$ cat src/rtl/vec_loader.sv
// rtl/vec_loader.sv - element-pair stream to vecvecN operand loader and engine sequencer
// Optional feature macro VEC_LOADER_LAST_CHECK_EN: in_last ends a short vector (zero-filled, err_len set).
module vec_loader #(
  parameter int DATA_WIDTH  = 32,
  parameter int BIN_POS     = 16,
  parameter int VECTOR_SIZE = 3
) (
  input  logic                              clk,
  input  logic                              rst,
  input  logic                              in_valid,
  output logic                              in_ready,
  input  logic [DATA_WIDTH-1:0]             in_a,
  input  logic [DATA_WIDTH-1:0]             in_b,
  input  logic                              in_last,
  output logic [VECTOR_SIZE*DATA_WIDTH-1:0] vec_a,
  output logic [VECTOR_SIZE*DATA_WIDTH-1:0] vec_b,
  output logic                              dot_rst,
  input  logic                              dot_ready,
  input  logic                              dot_complete,
  input  logic [DATA_WIDTH-1:0]             dot_in,
  output logic                              res_valid,
  input  logic                              res_ready,
  output logic [DATA_WIDTH-1:0]             res_dot,
  output logic                              err_len
);

  localparam int            CW             = $clog2(VECTOR_SIZE + 1);
  localparam logic [CW-1:0] LAST_IDX       = CW'(VECTOR_SIZE - 1);
  localparam int            UNUSED_BIN_POS = BIN_POS;

  typedef enum logic [1:0] {
    S_FILL,
    S_KICK,
    S_WAIT,
    S_OUT
  } state_t;

  state_t                r_state;
  logic [CW-1:0]         r_cnt;
  logic                  r_in_ready;
  logic                  r_dot_rst;
  logic                  r_res_valid;
  logic [DATA_WIDTH-1:0] r_res_dot;
  logic                  r_err_len;
  logic [DATA_WIDTH-1:0] r_a [VECTOR_SIZE];
  logic [DATA_WIDTH-1:0] r_b [VECTOR_SIZE];

  logic w_accept;
  logic w_short;
  logic w_final;

  always_comb begin
    w_accept = (r_state == S_FILL) && in_valid;
`ifdef VEC_LOADER_LAST_CHECK_EN
    w_short  = in_last && (r_cnt < LAST_IDX);
`else
    w_short  = 1'b0;
`endif
    w_final  = (r_cnt == LAST_IDX) || w_short;
  end

`ifndef VEC_LOADER_LAST_CHECK_EN
  logic w_unused_last;
  assign w_unused_last = in_last;
`endif

  always_ff @(posedge clk) begin
    if (rst) begin
      r_state     <= S_FILL;
      r_cnt       <= '0;
      r_in_ready  <= 1'b1;
      r_dot_rst   <= 1'b0;
      r_res_valid <= 1'b0;
      r_res_dot   <= '0;
      r_err_len   <= 1'b0;
      for (int i = 0; i < VECTOR_SIZE; i++) begin
        r_a[i] <= '0;
        r_b[i] <= '0;
      end
    end else begin
      case (r_state)
        S_FILL: begin
          if (w_accept) begin
            // A short vector zero-fills the tail in the same edge so the engine sees a clean operand.
            for (int i = 0; i < VECTOR_SIZE; i++) begin
              if (i == int'(r_cnt)) begin
                r_a[i] <= in_a;
                r_b[i] <= in_b;
              end else if (w_short && (i > int'(r_cnt))) begin
                r_a[i] <= '0;
                r_b[i] <= '0;
              end
            end
            if (w_final) begin
              r_cnt      <= '0;
              r_state    <= S_KICK;
              r_in_ready <= 1'b0;
              r_dot_rst  <= 1'b1;
              if (w_short) begin
                r_err_len <= 1'b1;
              end
            end else begin
              r_cnt <= r_cnt + 1'b1;
            end
          end
        end
        S_KICK: begin
          // Require complete low so a leftover complete from the prior run is not mistaken for this one.
          if (dot_ready && !dot_complete) begin
            r_state   <= S_WAIT;
            r_dot_rst <= 1'b0;
          end
        end
        S_WAIT: begin
          if (dot_complete) begin
            r_res_dot   <= dot_in;
            r_res_valid <= 1'b1;
            r_state     <= S_OUT;
          end
        end
        S_OUT: begin
          if (res_ready) begin
            r_res_valid <= 1'b0;
            r_in_ready  <= 1'b1;
            r_state     <= S_FILL;
          end
        end
        default: begin
          r_state     <= S_FILL;
          r_cnt       <= '0;
          r_in_ready  <= 1'b1;
          r_dot_rst   <= 1'b0;
          r_res_valid <= 1'b0;
        end
      endcase
    end
  end

  for (genvar g = 0; g < VECTOR_SIZE; g++) begin : g_pack
    assign vec_a[g*DATA_WIDTH +: DATA_WIDTH] = r_a[g];
    assign vec_b[g*DATA_WIDTH +: DATA_WIDTH] = r_b[g];
  end

  assign in_ready  = r_in_ready;
  assign dot_rst   = r_dot_rst;
  assign res_valid = r_res_valid;
  assign res_dot   = r_res_dot;
  assign err_len   = r_err_len;

endmodule

$ cat config.mk
export PLATFORM = sky130hd
export DESIGN_NAME = vec_loader
export DESIGN_NICKNAME = d
export VERILOG_FILES = /design/src/rtl/vec_loader.sv
export SDC_FILE = /design/constraint.sdc
export NUM_CORES = 1
export LEC_CHECK = 0
export BUFFER_PORTS_ARGS = -buffer_cell sky130_fd_sc_hd__buf_4
export CAP_MARGIN = 40
export CORE_ASPECT_RATIO = 0.7
export CORE_MARGIN = 1
export CORE_UTILIZATION = 34
export CTS_BUF_LIST = sky130_fd_sc_hd__clkbuf_8
export CTS_CLUSTER_SIZE = 28
export DETAILED_ROUTE_END_ITERATION = 10
export SETUP_SLACK_MARGIN = 0.5
export SYNTH_ARGS = -nofsm -noshare
export SYNTH_HDL_FRONTEND = slang
export SYNTH_SLANG_ARGS = --single-unit
$ cat constraint.sdc
create_clock -name clk -period 2.98 [get_ports clk]
set_input_delay 0.447 -clock clk [delete_from_list [all_inputs] [get_ports clk]]
set_output_delay 0.447 -clock clk [all_outputs]
set_load 0.01 [all_outputs]
==> results of run 1 <==
[metrics by stage]
step | hold WS, ps | worst slack (ps) | total power, mW | instances | instance area, sq um
after floorplan | 481 | 773 | 4.96 | 457 | 7750
after global placement | 444 | 907 | 5.97 | 1077 | 10600
after detailed placement | 450 | 879 | 6.02 | 1078 | 10600
after CTS | 148 | 880 | 8.59 | 1142 | 11300
after global routing | 169 | 796 | 8.87 | 1142 | 11300
final | 182 | 927 | 8.46 | 1142 | 11300
[cells in the final DEF, fill, tap and decap left out]
cell	n
o21ai_1	1
a311oi_1	1
a211oi_4	1
buf_4	330
nand3b_1	1
nor2_1	4
and2_1	65
nand4b_1	1
nor3_1	1
o2111ai_1	1
nand2_2	1
clkinv_2	1
conb_1	1
bufinv_16	2
nand2_1	69
nor3b_1	1
a31o_2	2
inv_1	17
edfxtp_1	192
nor2b_1	1
buf_12	4
dfxtp_1	39
a21oi_1	38
clkinv_1	9
buf_8	1
a31oi_1	1
nand4_1	1
inv_8	1
clkbuf_8	37
ha_1	5
clkinvlp_4	1
or2_4	1
nand2b_4	2
a2bb2oi_1	1
o21ai_0	2
inv_6	1
[worst max-delay path: stages (launching register included)]
cell,delay (ps)
dfxtp_1,340
inv_1,120
ha_1,220
nand2_2,130
nor3_1,220
or2_4,320
buf_12,340
[cell type report]
class                   instances  area (sq um)
clock buffers                  37           509
well taps                     305           382
fillers                      1873         10700
repair buffers                335          2570
inverters                       5          18.8
clock inverters                27           171
multi-input cells             202          1110
flip-flops and latches        231          6550
[cells by family after synthesis]
kind of cell,synth area share (%)
buf+inv,1.39
flops,84.6
simple gates,9.65
compound gates,3.56
other cells,0.0484
fa+ha+maj,0.808
[path summary, 6_finish.rpt]
kind                                 start         end  slack [ps]
worst max-delay path            r_state[1]  r_a[0][24]         930
worst min-delay path             dot_in[3]  res_dot[3]         180
worst max register to register  r_state[1]  r_a[0][24]         930
worst min register to register  res_dot[6]  res_dot[6]         460
[registers in the layout (all words and copies together), names as in the netlist]
| name | flops |
|---|---|
| r_a | 96 |
| res_dot | 32 |
| dot_rst | 1 |
| res_valid | 1 |
| r_b | 96 |
| in_ready | 1 |
| r_cnt | 2 |
| r_state | 2 |
[synth_stat cells (2+ instances only)]
library cell	instances	area share, %
a21oi_1	38	2.5
a31o_2	2	0.23
and2_1	65	5.3
buf_1	3	0.15
buf_2	5	0.32
clkbuf_1	4	0.19
clkbuf_2	6	0.39
dfxtp_1	39	10
edfxtp_1	192	74
ha_1	5	0.81
inv_1	5	0.24
nand2_1	69	3.3
nand2b_1	2	0.16
nor2_1	4	0.19
o21ai_0	2	0.13
[power breakdown]
group          total, mW  leakage [nW]  internal, mW  switching (mW)
registers           4.29          2.33          4.12           0.171
clock network       2.54         0.387          1.34            1.20
logic               1.63          2.07         0.756           0.874
total               8.46          4.79          6.21            2.25
[routing by layer]
metal  part of all wire [%]  wire [microns]  vias to the layer above
li1                       -               -                     2347
met1                     40            8100                     2390
met2                     48            9540                      254
met3                    9.7            1950                       40
met4                    2.1             413                        0
met5                      0               0                        -
==> metrics.yaml, run 1 <==
outcome:
  status: "completed"
routing:
  drt-vias-per-instance: 4.41
  route.detailed.drc: 0
  routedWlPerCell_microns: 17.5
  totalWireLength_mm: 20.0
  first_iter_violations: 295
  antenna_left: 0
  drtPass1Iterations: 5
  dr_total_vias: 5031
floorplanning:
  die_x_microns: 182
  ios: 331
  dieArea_sq_mm: 0.0234
  coreArea_sq_mm: 0.0220
  initial_utilization_pct: 35.2
  die_y_microns: 128
  rows: 45
timing:
  min_period_ps: 2050
  rsz0062_at_grt: "false"
  maxSlewHeadroom_pct: 64.4
  hold_viol: 0
  final.setup.tns_ps: 0
  tightest_slew_ps: 533
  clock_skew_ps: 22.8
  max_freq_ghz: 0.487
  slew_viol_final: 0
  setup_viol: 0
  period_share_pct: 68.9
final_layout:
  syn_to_final_growth_pct: 46.0
  nNetsFinal: 919
  antennaDiodeCount: 0
  postLayoutCoreUtil_pct: 51.4
  drive_gt1_share_pct: 46.0
global_route:
  use_met3_pct: 6.25
  grt_max_degree: 55
  grt_pass1_wl_mm: 29.4
  met1_usage_pct: 20.5
  gr-usage-met2_pct: 26.7
  grt.busiest_layer: "met2"
  grt_overflow_total: 0
  antenna_found_initial: 0
  grt_usage_pct: 16.6
  first_global_vias: 5071
logic_synthesis:
  async_flop_share_pct: 0
  synthesis.nets: 565
  syn_avg_cell_area_sq_um: 16.9
  ys_seq_area_share_pct: 84.6
  yosys_most_used_dff: "edfxtp_1"
  netlist_area_sq_mm: 0.00774
  yosys_warnings: 0
  yosysUniqueCellTypes: 31
  postSynthCellCount: 457
  synth-edff-count: 192
  synth-seq-cells: 231
clocking:
  cts.sinks: 231
  path_clk_slew_ps: 70
  cts_tree: "done"
  clk_path_buf_depth: 3
  cts_buffers: 36
  clk_latency_ps: 520
  cts_hold_buf: 0
  h-tree-depth: 2
  cts_resized: 0
  root_buffer: "clkbuf_8"
  post_cts_buffers: 0
setup_path:
  endpoint_kind: "flip-flop"
  crit_fanout: 52
  crit_arrival_ps: 2230
  path_class: "reg2reg"
  cp.required_ps: 3160
  crit_path_start_kind: "flip-flop"
  r2r_cells: 6
min_path:
  hold_depth: 3
  hp-class: "in2reg"
power_and_ir_drop:
  vdd_drop_max_v: 0.000368
  power_density_mw_per_mm2: 748
  p_leak_nw: 4.79
placement:
  hpwl_mm: 13.9
  gp_congestion: 0.804
  io_buffers: 328
job:
  maxCapViolCount: 0
Note: power is estimated with default switching activity, not from simulation.
==> inputs of run 2 (changes only) <==
clock period = 1.8 ns   (was 2.98 ns; I/O delays follow)
==> run 2 against run 1 <==
  * Count of clock-buffer cells in the layout grew 1
  * Die area is the same
  * Global-route usage rose by 2.8 points
  * Cell area grew 27%
  * Sequential power increased by 69%
  * Sequential share of layout area decreased by 12 points
  * Clock skew fell by 8.3 ps
  * Critical path depth increased by 1
  * Combinational power grew to 3.0 times the previous value
  * Non-clock buffer count is 111 higher
  * Critical endpoint is now r_b[0][88]
  * Largest cell class unchanged
==> metrics.yaml, run 2 (synthesis gave the netlist of run 1 again) <==
outcome:
  status: "completed"
placement:
  io_buffers: 328  # unchanged
  dp_slack_ps: 149  # -730 ps
  placed_area_sq_mm: 0.0109  # +2.7%
  hpwl_mm: 14.0  # +0.78%
  gp_congestion: 0.800  # -0.47%
power_and_ir_drop:
  internal-power_mw: 11.9  # +92%
  p_seq_share_pct: 44.5  # -6.2 points
  switching_share_pct: 26.9  # +0.36 points
  power.switching_mw: 4.39  # +95%
  clock_power_share_pct: 25.8  # -4.2 points
  pwr-share-comb_pct: 29.6  # +10 points
  power_density_mw_per_mm2: 1140  # +52%
  vdd_drop_max_v: 0.000553  # +51%
  p_leak_nw: 6.13  # +28%
  total_power_mw: 16.3  # +93%
routing:
  drtPass1Iterations: 4  # -1
  totalWireLength_mm: 26.0  # +30%
  dr_total_vias: 5693  # +13%
  antenna_left: 0  # unchanged
  first_iter_violations: 290  # -1.7%
  routedWlPerCell_microns: 20.8  # +19%
  drt-vias-per-instance: 4.55  # +3.3%
  route.detailed.drc: 0  # unchanged
floorplanning:
  rows: 45  # unchanged
  ios: 331  # unchanged
  initial_utilization_pct: 35.2  # unchanged
  dieArea_sq_mm: 0.0234  # unchanged
  coreArea_sq_mm: 0.0220  # unchanged
  die_x_microns: 182  # unchanged
  die_y_microns: 128  # unchanged
clocking:
  path_clk_slew_ps: 70  # about the same
  root_buffer: "clkbuf_8"
  cts_buffers: 36  # unchanged
  cts_tree: "done"
  cts.sinks: 231  # unchanged
  clk_path_buf_depth: 3  # unchanged
  h-tree-depth: 2  # unchanged
  clk_latency_ps: 510  # about the same
global_route:
  grt_pass1_wl_mm: 33.8  # +15%
  grt_usage_pct: 19.4  # +2.8 points
  grt_overflow_total: 0  # unchanged
  antenna_found_initial: 3  # +3
  first_global_vias: 5765  # +14%
  grt_max_degree: 38  # -31%
timing:
  clock_skew_ps: 14.5  # -8.29 ps
  slew_viol_final: 0  # unchanged
  rsz0062_at_grt: "true"
  layout_setup_ws_ps: 186  # -741 ps
  period_share_pct: 89.7  # +21 points
  final.setup.tns_ps: 0  # unchanged
  max_freq_ghz: 0.620  # +27%
  hold_viol: 0  # unchanged
  min_period_ps: 1610  # -439 ps
  tightest_slew_ps: 584  # +51.1 ps
  setup_viol: 0  # unchanged
  maxSlewHeadroom_pct: 61.1  # -3.3 points
setup_path:
  crit_fanout: 5  # -90%
  endpoint_kind: "flip-flop"
  path_class: "reg2reg"
  crit_arrival_ps: 1840  # -390 ps
  cp.required_ps: 2030  # -1130 ps
  crit_path_start_kind: "flip-flop"
final_layout:
  postLayoutCoreUtil_pct: 65.1  # +14 points
  multi_input_area_sq_mm: 0.00168  # +52%
  nFillCells: 1522  # -19%
  drive_gt1_share_pct: 66.5  # +20 points
  layout_common_cells: "194 x buf_6, 192 x edfxtp_1, 165 x buf_4"
  design_area_sq_mm: 0.0143  # +27%
  final_common_cell: "buf_6"
  ff_latch_area_sq_mm: 0.00658  # +0.50%
  nNetsFinal: 1030  # +12%
  syn_to_final_growth_pct: 85.1
min_path:
  hp-class: "in2reg"
job:
  maxCapViolCount: 0  # unchanged
[run 2: changes by cell type in the layout (fill, tap and decap cells not counted), moves of 32 or more]
cell	delta
and2_4	+65
buf_4	-165
and2_1	-65
a21oi_1	-32
dlygate4sd3_1	+34
buf_6	+194
[run 2: metal layers]
| layer | up-vias | wire [microns] | track usage (%) | part of all wire, % |
|---|---|---|---|---|
| met5 | - | 0 | 0 | 0 |
| met4 | 0 | 420 | 6.57 | 1.6 |
| met3 | 39 | 2150 | 6.65 | 8.3 |
| met2 | 289 | 12500 | 30.9 | 48 |
| met1 | 2784 | 11000 | 24.7 | 42 |
| li1 | 2581 | - | - | - |
[run 2: stage by stage]
step,cells,hold WS [ps]
2_1_floorplan,457,406
3_3_place_gp,1084,443
3_5_place_dp,1084,450
4_1_cts,1215,0.378
5_1_grt,1251,39.6
6_report,1251,68.2
[run 2: final timing paths]
check / start / slack, ps / to / depth (start not counted)
worst min register to register: res_dot[23] / 450 / res_dot[23] / 2
worst min-delay path: in_b[24] / 70 / r_b[0][24] / 2
worst max register to register: r_state[1] / 190 / r_b[0][88] / 7
worst max-delay path: r_state[1] / 190 / r_b[0][88] / 7
[run 2: power groups by stage]
stage	clock network [mW]	logic, mW	registers (mW)
CTS	4.31	3.93	7.19
detailed placement	0	3.00	7.21
global placement	0	2.97	7.18
finish	4.21	4.83	7.25
floorplan	0	0.839	7.58
global route	4.56	5.06	7.33
[run 2: critical path, cell delays in order (launching register included)]
cell and delay [ps]:
dfxtp_4 360, inv_4 60, ha_4 160, nand4b_1 190, nand2b_4 170, buf_12 140
buf_12 120, buf_16 110
[run 2: layout make-up]
class                   instances  area share (%)
flip-flops and latches        231            45.9
well taps                     305            2.66
repair buffers                446            34.8
multi-input cells             202            11.8
inverters                       5           0.148
diodes                          3          0.0524
clock buffers                  38            3.65
clock inverters                21            1.00
[run 2: what timing repair did]
action / in CTS / in global routing
hold buffers: 31 / 3
setup endpoints to repair: 613 / 632
endpoints found under the hold margin: 32 / 3
cloned: 14 / 20
pin swaps: 3 / 57
setup buffers: 27 / 10
gates resized for setup: 165 / 188
==> inputs of run 3 (changes only) <==
CORE_UTILIZATION = 31   (was 34)
==> run 3 against run 2 <==
  * Die area rose by 9.5%
  * Wire length rose by 3.5%
  * Critical path depth rose by 1
  * Worst hold slack got worse by 31 ps
  * First-iteration DRC count fell by 21%
  * Clock skew fell by 3.6 ps
  * Critical path type unchanged
  * Via count rose by 3.1%
==> metrics.yaml, run 3 (synthesis gave the netlist of run 1 again) <==
outcome:
  status: "completed"
setup_path:
  rr_startpoint: "r_state[1]"
  crit_path_start_kind: "flip-flop"
  r2r_slack_ps: 170  # -20 ps
  r2r_end: "r_b[0][24]"
  crit_arrival_ps: 1940  # +100 ps
  crit_fanout: 6  # +1
  path_class: "reg2reg"
  r2r_cells: 8  # +1
  cp.required_ps: 2110  # +80 ps
  endpoint_kind: "flip-flop"
global_route:
  antenna_found_initial: 0  # -3
  grt_overflow_total: 0  # unchanged
  first_global_vias: 5818  # +0.92%
  grt_usage_pct: 18.6  # -0.80 points
  grt_pass1_wl_mm: 35.0  # +3.4%
  grt_max_degree: 39  # +2.6%
routing:
  routedWlPerCell_microns: 20.8  # about the same
  first_iter_violations: 229  # -21%
  antenna_left: 0  # unchanged
  dr_total_vias: 5868  # +3.1%
  route.detailed.drc: 0  # unchanged
  drtPass1Iterations: 7  # +3
  drt-vias-per-instance: 4.53  # -0.35%
  totalWireLength_mm: 26.9  # +3.5%
timing:
  rsz0062_at_grt: "true"
  hold_viol: 0  # unchanged
  clock_skew_ps: 10.9  # -3.61 ps
  maxSlewHeadroom_pct: 61.4  # +0.32 points
  tightest_slew_ps: 579  # -4.76 ps
  slew_viol_final: 0  # unchanged
  final.setup.tns_ps: 0  # unchanged
  period_share_pct: 90.6  # +0.88 points
  setup_viol: 0  # unchanged
  max_freq_ghz: 0.613  # -0.98%
  min_period_ps: 1630  # +15.9 ps
floorplanning:
  die_y_microns: 134  # +4.7%
  rows: 47  # +4.4%
  coreArea_sq_mm: 0.0241  # +9.3%
  die_x_microns: 191  # +4.7%
  dieArea_sq_mm: 0.0256  # +9.5%
  initial_utilization_pct: 32.2  # -3.0 points
  ios: 331  # unchanged
final_layout:
  ff_latch_area_sq_mm: 0.00660  # +0.25%
  syn_to_final_growth_pct: 92.0
  final_common_cell: "buf_6"
  layout_common_cells: "221 x buf_6, 192 x edfxtp_1, 134 x buf_4"
  multi_input_area_sq_mm: 0.00171  # +1.6%
  nNetsFinal: 1055  # +2.4%
  antennaDiodeCount: 0  # -3
  drive_gt1_share_pct: 66.7  # +0.21 points
  nFillCells: 1774  # +17%
clocking:
  clk_path_buf_depth: 3  # unchanged
  h-tree-depth: 2  # unchanged
  cts.sinks: 231  # unchanged
  root_buffer: "clkbuf_8"
  path_clk_slew_ps: 60  # about the same
  cts_tree: "done"
  cts_buffers: 37  # +2.8%
  clk_latency_ps: 550  # +40 ps
power_and_ir_drop:
  p_leak_nw: 6.41  # +4.6%
  total_power_mw: 16.3  # -0.15%
  power_density_mw_per_mm2: 1090  # -3.7%
  vdd_drop_max_v: 0.000605  # +9.3%
placement:
  hpwl_mm: 14.4  # +3.3%
  gp_congestion: 0.761  # -4.9%
  io_buffers: 328  # unchanged
min_path:
  worstHoldStart: "in_b[19]"
  hp-class: "in2reg"
  hold_depth: 2  # unchanged
  min_to: "r_b[0][83]"
job:
  maxCapViolCount: 0  # unchanged
[run 3: worst max-delay path: stages (launching register included)]
cell       delay (ps)
dfxtp_2           360
inv_4              40
ha_4              170
nand2_8            90
nor3_4             40
or2_4             270
buf_12            140
buf_12            120
clkbuf_16         140
[run 3: worst max-delay path by stage]
| stage | startpoint | end | slack, ps |
|---|---|---|---|
| after floorplan | r_state[1] | r_a[0][0] | 60 |
| after global placement | r_state[0] | r_a[0][55] | 130 |
| after detailed placement | r_state[0] | r_a[0][54] | 130 |
| after CTS | r_state[0] | r_b[0][35] | 190 |
| after global routing | r_state[0] | r_b[0][30] | 130 |
| final | r_state[1] | r_b[0][24] | 170 |
[run 3: power breakdown]
group	switching, mW	internal, mW	total (mW)
logic	2.04	2.96	5.00
registers	0.403	6.84	7.24
clock network	2.08	1.95	4.03
total	4.53	11.7	16.3
[run 3: per-stage QoR]
stage / hold WS (ps) / cell area [sq um] / instances / worst slack, ps / util (%)
2_1_floorplan: 406 / 7990 / 457 / 58.9 / -
3_3_place_gp: 443 / 11000 / 1101 / 134 / 45.6
3_5_place_dp: 447 / 11000 / 1101 / 131 / 45.6
4_1_cts: 0.390 / 13900 / 1274 / 195 / 57.7
5_1_grt: 1.44 / 14900 / 1294 / 130 / 61.8
6_report: 37.5 / 14900 / 1294 / 170 / 61.8
[run 3: area by class of cell]
class	count	share of cell area [%]
Timing Repair Buffer	470	36.9
Clock buffer	37	3.43
Multi-Input combinational cell	202	11.5
Clock inverter	31	0.926
Tap cell	318	2.68
Sequential cell	231	44.4
Inverter	5	0.143
[run 3: what timing repair did]
item                       in CTS  in global routing
buffers inserted               37                  8
hold endpoints to repair       64                  0
cloned                         20                 12
pin swaps                      10                 41
setup endpoints to repair     643                627
gates resized for setup       245                169
hold buffers                   48                  0
[run 3: per-layer routing]
metal	GRT usage (%)	wire, microns	vias to the layer above
met3	6.46	2300	47
met1	24.1	11400	2912
met5	0	0	-
met4	5.38	484	0
li1	-	-	2644
met2	29.3	12800	265
